[src/rtl/dm_access_arbiter_if.sv]
// Bus bundle for the data-memory access arbiter.
// slave: arbiter side; master: requesters and memory side.
interface dm_access_arbiter_if;
    logic        cpuReq;
    logic        cpuWrite;
    logic [31:0] cpuAddress;
    logic [31:0] cpuWriteData;
    logic [31:0] cpuReadData;
    logic        cpuDone;
    logic        cpuStall;
    logic        dmaReq;
    logic        dmaWrite;
    logic [31:0] dmaAddress;
    logic [31:0] dmaWriteData;
    logic [31:0] dmaReadData;
    logic        dmaDone;
    logic        memEnable;
    logic        memWriteEnabled;
    logic [31:0] memAddress;
    logic [31:0] memWriteInput;
    logic [31:0] memReadResult;

    modport slave (
        input  cpuReq, cpuWrite, cpuAddress, cpuWriteData,
        input  dmaReq, dmaWrite, dmaAddress, dmaWriteData,
        input  memReadResult,
        output cpuReadData, cpuDone, cpuStall,
        output dmaReadData, dmaDone,
        output memEnable, memWriteEnabled,
        output memAddress, memWriteInput
    );

    modport master (
        output cpuReq, cpuWrite, cpuAddress, cpuWriteData,
        output dmaReq, dmaWrite, dmaAddress, dmaWriteData,
        output memReadResult,
        input  cpuReadData, cpuDone, cpuStall,
        input  dmaReadData, dmaDone,
        input  memEnable, memWriteEnabled,
        input  memAddress, memWriteInput
    );
endinterface

[src/rtl/dm_access_arbiter.sv]
// Data-memory port arbiter: CPU (MEM stage) vs loader/debug DMA.
// Ports: clock, reset (async high), bus (cpu*/dma* requesters, mem*).
module dm_access_arbiter #(
    parameter int MEM_LATENCY  = 0,
    parameter int STREAK_LIMIT = 4
) (
    input logic                 clock,
    input logic                 reset,
    dm_access_arbiter_if.slave  bus
);

    localparam logic [1:0] IDLE   = 2'd0;
    localparam logic [1:0] ACCESS = 2'd1;
    localparam logic [1:0] WAIT   = 2'd2;
    localparam logic [1:0] DONE   = 2'd3;

    localparam logic [3:0] LIMIT = 4'(STREAK_LIMIT);
    localparam logic [2:0] LAT   = 3'(MEM_LATENCY);

    logic [1:0]  state;
    logic        owner_dma;
    logic        wr_q;
    logic [31:0] addr_q;
    logic [31:0] wdata_q;
    logic [31:0] cpu_rd_q;
    logic [31:0] dma_rd_q;
    logic [2:0]  cnt;
    logic [3:0]  streak;

    logic grant_dma;
    logic grant_cpu;
    logic capture;

    // DMA wins when the CPU is idle or has used up its streak.
    always_comb begin
        grant_dma = bus.dmaReq
                  & (~bus.cpuReq | (streak == LIMIT));
        grant_cpu = ~grant_dma & bus.cpuReq;
        capture   = 1'b0;
        if (state == ACCESS)
            capture = ~wr_q & (LAT == 3'd0);
        else if (state == WAIT)
            capture = (cnt == 3'd1);
    end

    always_ff @(posedge clock or posedge reset) begin
        if (reset) begin
            state     <= IDLE;
            owner_dma <= 1'b0;
            wr_q      <= 1'b0;
            addr_q    <= '0;
            wdata_q   <= '0;
            cpu_rd_q  <= '0;
            dma_rd_q  <= '0;
            cnt       <= '0;
            streak    <= '0;
        end else begin
            unique case (state)
                IDLE: begin
                    if (grant_dma | grant_cpu) begin
                        owner_dma <= grant_dma;
                        wr_q    <= grant_dma ? bus.dmaWrite
                                             : bus.cpuWrite;
                        addr_q  <= grant_dma ? bus.dmaAddress
                                             : bus.cpuAddress;
                        wdata_q <= grant_dma ? bus.dmaWriteData
                                             : bus.cpuWriteData;
                        if (grant_cpu & bus.dmaReq)
                            streak <= (streak == LIMIT) ? streak
                                    : streak + 4'd1;
                        else
                            streak <= '0;
                        state <= ACCESS;
                    end
                end
                ACCESS: begin
                    if (wr_q || LAT == 3'd0) begin
                        state <= DONE;
                    end else begin
                        cnt   <= LAT;
                        state <= WAIT;
                    end
                end
                WAIT: begin
                    cnt <= cnt - 3'd1;
                    if (cnt == 3'd1)
                        state <= DONE;
                end
                DONE: state <= IDLE;
                default: state <= IDLE;
            endcase

            if (capture) begin
                if (owner_dma)
                    dma_rd_q <= bus.memReadResult;
                else
                    cpu_rd_q <= bus.memReadResult;
            end
        end
    end

    assign bus.memEnable       = (state == ACCESS);
    assign bus.memWriteEnabled = (state == ACCESS) & wr_q;
    assign bus.memAddress      = addr_q;
    assign bus.memWriteInput   = wdata_q;
    assign bus.cpuDone         = (state == DONE) & ~owner_dma;
    assign bus.dmaDone         = (state == DONE) & owner_dma;
    assign bus.cpuReadData     = cpu_rd_q;
    assign bus.dmaReadData     = dma_rd_q;
    assign bus.cpuStall        = bus.cpuReq & ~bus.cpuDone;

endmodule

[src/flat_wrapper.sv]
// flat-port wrapper written by rule: the top's interface ports become plain ports
module dm_access_arbiter_flat 
#(
    parameter int MEM_LATENCY  = 0,
    parameter int STREAK_LIMIT = 4
)
  (clock, reset, bus_cpuReq, bus_cpuWrite, bus_cpuAddress, bus_cpuWriteData, bus_dmaReq, bus_dmaWrite, bus_dmaAddress, bus_dmaWriteData, bus_memReadResult, bus_cpuReadData, bus_cpuDone, bus_cpuStall, bus_dmaReadData, bus_dmaDone, bus_memEnable, bus_memWriteEnabled, bus_memAddress, bus_memWriteInput);
  dm_access_arbiter_if bus_i ();
  input logic clock;
  input logic reset;
  input wire logic [$bits(bus_i.cpuReq)-1:0] bus_cpuReq;
  input wire logic [$bits(bus_i.cpuWrite)-1:0] bus_cpuWrite;
  input wire logic [$bits(bus_i.cpuAddress)-1:0] bus_cpuAddress;
  input wire logic [$bits(bus_i.cpuWriteData)-1:0] bus_cpuWriteData;
  input wire logic [$bits(bus_i.dmaReq)-1:0] bus_dmaReq;
  input wire logic [$bits(bus_i.dmaWrite)-1:0] bus_dmaWrite;
  input wire logic [$bits(bus_i.dmaAddress)-1:0] bus_dmaAddress;
  input wire logic [$bits(bus_i.dmaWriteData)-1:0] bus_dmaWriteData;
  input wire logic [$bits(bus_i.memReadResult)-1:0] bus_memReadResult;
  output wire logic [$bits(bus_i.cpuReadData)-1:0] bus_cpuReadData;
  output wire logic [$bits(bus_i.cpuDone)-1:0] bus_cpuDone;
  output wire logic [$bits(bus_i.cpuStall)-1:0] bus_cpuStall;
  output wire logic [$bits(bus_i.dmaReadData)-1:0] bus_dmaReadData;
  output wire logic [$bits(bus_i.dmaDone)-1:0] bus_dmaDone;
  output wire logic [$bits(bus_i.memEnable)-1:0] bus_memEnable;
  output wire logic [$bits(bus_i.memWriteEnabled)-1:0] bus_memWriteEnabled;
  output wire logic [$bits(bus_i.memAddress)-1:0] bus_memAddress;
  output wire logic [$bits(bus_i.memWriteInput)-1:0] bus_memWriteInput;
  assign bus_i.cpuReq = bus_cpuReq;
  assign bus_i.cpuWrite = bus_cpuWrite;
  assign bus_i.cpuAddress = bus_cpuAddress;
  assign bus_i.cpuWriteData = bus_cpuWriteData;
  assign bus_i.dmaReq = bus_dmaReq;
  assign bus_i.dmaWrite = bus_dmaWrite;
  assign bus_i.dmaAddress = bus_dmaAddress;
  assign bus_i.dmaWriteData = bus_dmaWriteData;
  assign bus_i.memReadResult = bus_memReadResult;
  assign bus_cpuReadData = bus_i.cpuReadData;
  assign bus_cpuDone = bus_i.cpuDone;
  assign bus_cpuStall = bus_i.cpuStall;
  assign bus_dmaReadData = bus_i.dmaReadData;
  assign bus_dmaDone = bus_i.dmaDone;
  assign bus_memEnable = bus_i.memEnable;
  assign bus_memWriteEnabled = bus_i.memWriteEnabled;
  assign bus_memAddress = bus_i.memAddress;
  assign bus_memWriteInput = bus_i.memWriteInput;
  dm_access_arbiter #(.MEM_LATENCY(MEM_LATENCY), .STREAK_LIMIT(STREAK_LIMIT)) u_core (.clock(clock), .reset(reset), .bus(bus_i));
endmodule
[config.mk]
export PLATFORM = sky130hd
export DESIGN_NAME = dm_access_arbiter_flat
export DESIGN_NICKNAME = d
export VERILOG_FILES = /design/src/rtl/dm_access_arbiter_if.sv /design/src/rtl/dm_access_arbiter.sv /design/src/flat_wrapper.sv
export SDC_FILE = /design/constraint.sdc
export NUM_CORES = 1
export LEC_CHECK = 0
export ABC_AREA = 0
export BUFFER_PORTS_ARGS = -buffer_cell sky130_fd_sc_hd__buf_2
export CAP_MARGIN = 20
export CELL_PAD_IN_SITES_DETAIL_PLACEMENT = 2
export CELL_PAD_IN_SITES_GLOBAL_PLACEMENT = 2
export CORE_ASPECT_RATIO = 0.9
export CORE_MARGIN = 2
export CORE_UTILIZATION = 24
export CTS_CLUSTER_SIZE = 16
export DETAILED_ROUTE_END_ITERATION = 8
export GPL_TIMING_DRIVEN = 0
export HOLD_SLACK_MARGIN = 0.15
export PLACE_DENSITY_LB_ADDON = 0.12
export SLEW_MARGIN = 20
export SYNTH_ARGS = -nofsm -noshare
export SYNTH_HDL_FRONTEND = slang
export SYNTH_SLANG_ARGS = --single-unit
[constraint.sdc]
create_clock -name clock -period 4.06 [get_ports clock]
set_input_delay 0.406 -clock clock [delete_from_list [all_inputs] [get_ports clock]]
set_output_delay 0.406 -clock clock [all_outputs]
set_load 0.1 [all_outputs]
# ---- Yosys cells after proc, flatten, opt, wreduce, memory -nomap -nowiden
# Cells that the tools add are included.
dict set report totals {
  in_bits 166
  output_inout_bits 133
  word_cells 49
  ff_bits 139
}
dict set report op_classes {
  eq_ne 8
  bitwise_logic 14
  n_reduce_logical 6
  n_mux 10
  addsub 2
}
# cell n
set ops {}
lappend ops {{$mux 32} 2}
lappend ops {{$mux 4} 2}
lappend ops {{$pmux 2 s4} 1}
lappend ops {{$reduce_and 2->1} 4}
lappend ops {{$and 1x1->1} 7}
lappend ops {{$not 1->1} 5}
lappend ops {{$add 4x1->4 const B} 1}
lappend ops {{$eq 2x2->1 const B} 2}
lappend ops {{$eq 4x3->1 const B} 1}
lappend ops {{$mux 2} 2}
lappend ops {{$ne 2x2->1 const B} 2}
lappend ops {{$eq 3x1->1 const B} 1}
lappend ops {{$mux 1} 3}
lappend ops {{$reduce_and 3->1} 1}
lappend ops {{$sub 3x1->3 const B} 1}
lappend ops {{$eq 2x1->1 const B} 1}
lappend ops {{$logic_not 2->1} 1}
lappend ops {{$ne 2x1->1 const B} 1}
lappend ops {{$or 1x1->1} 2}

# ---- Depth between registers and ports, before layout
dict set report logic_depth {
  word_depth 8
  depth_mapped 8
  depth_no_buf 6
}

# ---- Worst setup path before layout
# No wires, ideal clock.
dict set report synth_timing {
  kind {register to output}
  start {register u_core.state[0]}
  end {output bus_cpuStall}
  arrival_ns 2.899
  path_slack_ns 0.755
  stages_incl_launch_ff 4
  path_cell_list {dfrtp_1 -> ha_1 -> nor2b_1 -> nor2b_1}
}
dict set report synth_via {
  elab_chain_len 4
}
# element line
set synth_lines {}
lappend synth_lines {{start, declared} dm_access_arbiter.sv:20} ;# logic [1:0] state;
lappend synth_lines {{start signal, assigned} dm_access_arbiter.sv:48} ;# state <= IDLE;
lappend synth_lines {{start signal, assigned} dm_access_arbiter.sv:73} ;# state <= ACCESS;
lappend synth_lines {{start signal, assigned} dm_access_arbiter.sv:78} ;# state <= DONE;
lappend synth_lines {{$eq 2x2->1} dm_access_arbiter.sv:106} ;# assign bus.cpuDone = (state == DONE) & ~owner_dma;
lappend synth_lines {{$and 1x1->1} dm_access_arbiter.sv:106}
lappend synth_lines {{named net bus_cpuDone} flat_wrapper.sv:21} ;# output wire logic [$bits(bus_i.cpuDone)-1:0] bus_cpuDone;
lappend synth_lines {{$not 1->1} dm_access_arbiter.sv:110} ;# assign bus.cpuStall = bus.cpuReq & ~bus.cpuDone;
lappend synth_lines {{$and 1x1->1} dm_access_arbiter.sv:110}
lappend synth_lines {{end, declared} flat_wrapper.sv:22} ;# output wire logic [$bits(bus_i.cpuStall)-1:0] bus_cpuStall;
# The timed path passes the listed nets, and every way through them passes these cells.

# ---- Worst setup path after layout
dict set report layout_timing {
  start {register u_core.state[0]}
  end {output bus_cpuStall}
}
dict set report layout_via {
  elab_chain_len 4
}
# element line
set layout_lines {}
lappend layout_lines {{$eq 2x2->1} dm_access_arbiter.sv:106}
lappend layout_lines {{$and 1x1->1} dm_access_arbiter.sv:106}
lappend layout_lines {{$not 1->1} dm_access_arbiter.sv:110}
lappend layout_lines {{$and 1x1->1} dm_access_arbiter.sv:110}
# No other way between the ends.

==> flow_summary.toml <==
[clocking]
cts_root_buffer = "clkbuf_16"
clkTransAtPathRegs_ps = 70
clock_sinks = 139
cts_tree = "yes"
numCtsBuffers = 17
cts_buffer_depth = 2
clk_latency_ps = 430
htreeDepth = 4
postCtsSetupBuffers = 0

[worst_setup_path]
worst-setup-path-type = "reg -> out"
crit_slowest_cell = "buf_2"
critPathCaptureType = "output pin"
worst-path-buf-inv = 1
startpoint_type = "register"
critPathMaxFanout = 4
crit_chain = "ha_1, nor2b_1, nor2b_1, buf_2"
crit_path_frequent_cell = "nor2b_1"
crit_arrival_ps = 1790
critical_path.top_delay_family = "buffers and inverters"
cp.required_ps = 3650
crit_path_max_incr_delay_ps = 430

[place]
io_buffers = 297
place_ws_ps = 1830
placed_area_um2 = 8063
place_congestion = 0.7342
dp_hpwl_um = 17240

[sta]
tns_ps = 0
period_share = 0.5397
fin_ws_ps = 1869
worst_slew_pin_slew_ps = 750.1
max_freq_mhz = 456.4
fin_crit_ps = 2191
slew_headroom = 0.4966
setup_viol = 0
rsz0062_at_grt = "false"
report.final.hold_viol_count = 0
skew_ps = 16.60
final_max_slew_viol_count = 0

[min_path]
hold_path_class = "in -> reg"

[yosys]
synth_flop_cell = "dfrtp_1"
yosysWarnings = 0
synth.distinct_cells = 34
syn_nets = 728
ys_top_cells_by_count = "dfrtp_1, a21oi_1, nand2_1, nor2_1, mux2_2"
ys_seq_elements = 139
synth.avg_cell_area_um2 = 10.91
ys_seq_area_frac = 0.5755
yosysMostFrequentCell = "dfrtp_1"
yosys.area.top_type = "dfrtp_1"
synth_edf_count = 0
synth_area_leaders = "dfrtp_1, a21oi_1, mux2_4"
synthesis.area_um2 = 6045
yosysTopAreaCellShare = 0.5755
synthCells = 554
ys_async_sr_fraction = 1.000

[floorplanning]
num_rows = 55
die_w_um = 171.3
io-pin-count = 299
die_h_um = 154.6
die_area_um2 = 26470
core_um2 = 24980
start_util = 0.2420

[detailed_routing]
ant_nets = 0
drt_iter0_markers = 133
vias_per_cell = 4.388
routed_wl_um = 22390
firstDrtPassIters = 4
vias = 5410
wl_per_cell_um = 18.16
drc = 0

[global_routing]
met1_usage = 0.2117
antenna_found_initial = 4
grt_max_degree = 32
track_usage = 0.1707
met2_usage = 0.2859
global_route.usage.met3 = 0.05297
grt_pass1_wl_um = 34950
grt.overflow.total = 0
gr-max-usage-layer = "met2"
grt_pass1_vias = 6169

[cells_and_area]
layout-drive-gt1-share = 0.4747
n_fill_cell = 2787
fin_nets = 1050
ff_latch_area_um2 = 3478
post-route-util = 0.3495
area_growth_pct = 44.42
multi_input_area_um2 = 2320
fin_area_um2 = 8730

[run]
maxCapViolCount = 0

[outcome]
status = "finished clean"
-- flip-flops by register name (all words and copies together) (netlist names) --
signal                    cells
u_core.streak                 4
u_core.cnt                    3
u_core.owner_dma              1
u_core.wr_q                   1
u_core.bus.dmaReadData       32
u_core.bus.cpuReadData       32
u_core.state                  2
u_core.bus.memWriteInput     32
u_core.bus.memAddress        32
-- stage by stage --
step                hold WS [ps]  instances
global placement           467.9       1193
floorplan                  450.5        554
CTS                        189.8       1231
finish                     206.3       1233
global route               198.5       1232
detailed placement         326.1       1198
-- worst register-to-register path, stage by stage (launching register included) --
cell	delay (ps)
dfrtp_1	390
inv_1	80
ha_1	270
o21ai_1	440
clkbuf_1	530
a21oi_1	90
a21oi_1	180
-- layout make-up --
cell class                 count  share of cell area
antenna                        2           0.0005733
buffer                        36             0.02480
clock buffer                  17             0.04873
clock inverter                15             0.02594
inverter                       8            0.003870
multi-input combinational    371              0.2657
sequential                   139              0.3985
tap                          342             0.04902
timing repair buffer         303              0.1829
-- kinds of logic after synthesis --
family	Yosys count	share of synthesized area
AND/OR/NAND/NOR	152	0.1029
AO/OA/AOI/OAI	145	0.1236
flip-flops	139	0.5755
XOR/XNOR	2	0.002898
adder cells (fa/ha/maj)	8	0.01656
buffers and inverters	44	0.04078
multiplexers	64	0.1379
-- per-layer routing --
metal,part of all wire,up-vias
met5,0.00058,-
met4,0.014,2
met3,0.066,21
met2,0.49,173
met1,0.43,2700
li1,-,2514
-- placed cells by master, fill, tap and decap left out, types with 2 or more instances in the layout --
master / n
inv_8: 4
clkbuf_16: 17
inv_6: 3
diode_2: 2
inv_1: 7
dfrtp_1: 139
nand3_1: 4
bufinv_16: 3
o22ai_1: 2
o21ai_0: 3
clkinvlp_4: 2
a21oi_1: 133
nand2_1: 69
clkbuf_1: 14
mux2_4: 30
buf_8: 3
ha_1: 8
buf_12: 5
clkinv_8: 3
nor2_1: 67
mux2_1: 2
buf_2: 308
and2_1: 2
nor2b_1: 3
a22oi_1: 2
mux2_2: 32
buf_4: 7
-- worst paths after layout --
| path | slack, ps | endpoint | startpoint | depth (start not counted) |
|---|---|---|---|---|
| worst max-delay path | 1870 | bus_cpuStall | u_core.state[0] | 4 |
| worst min-delay path | 210 | u_core.bus.memWriteInput[0] | bus_cpuWriteData[0] | 3 |
| worst max register to register | 1990 | u_core.bus.memAddress[10] | u_core.state[0] | 6 |
| worst min register to register | 490 | u_core.cnt[2] | u_core.cnt[2] | 1 |
| max in group asynchronous | 2960 | u_core.streak[0] | reset | 5 |
| min in group asynchronous | 460 | u_core.bus.dmaReadData[11] | reset | 3 |
-- timing repair --
item	4_1_cts	5_1_grt
gates resized for setup	0	0
hold endpoints to repair	61	0
hold buffers	1	0
Power is not shown: default switching activity piles up to over one toggle a cycle in this logic, so the estimate is an artifact.
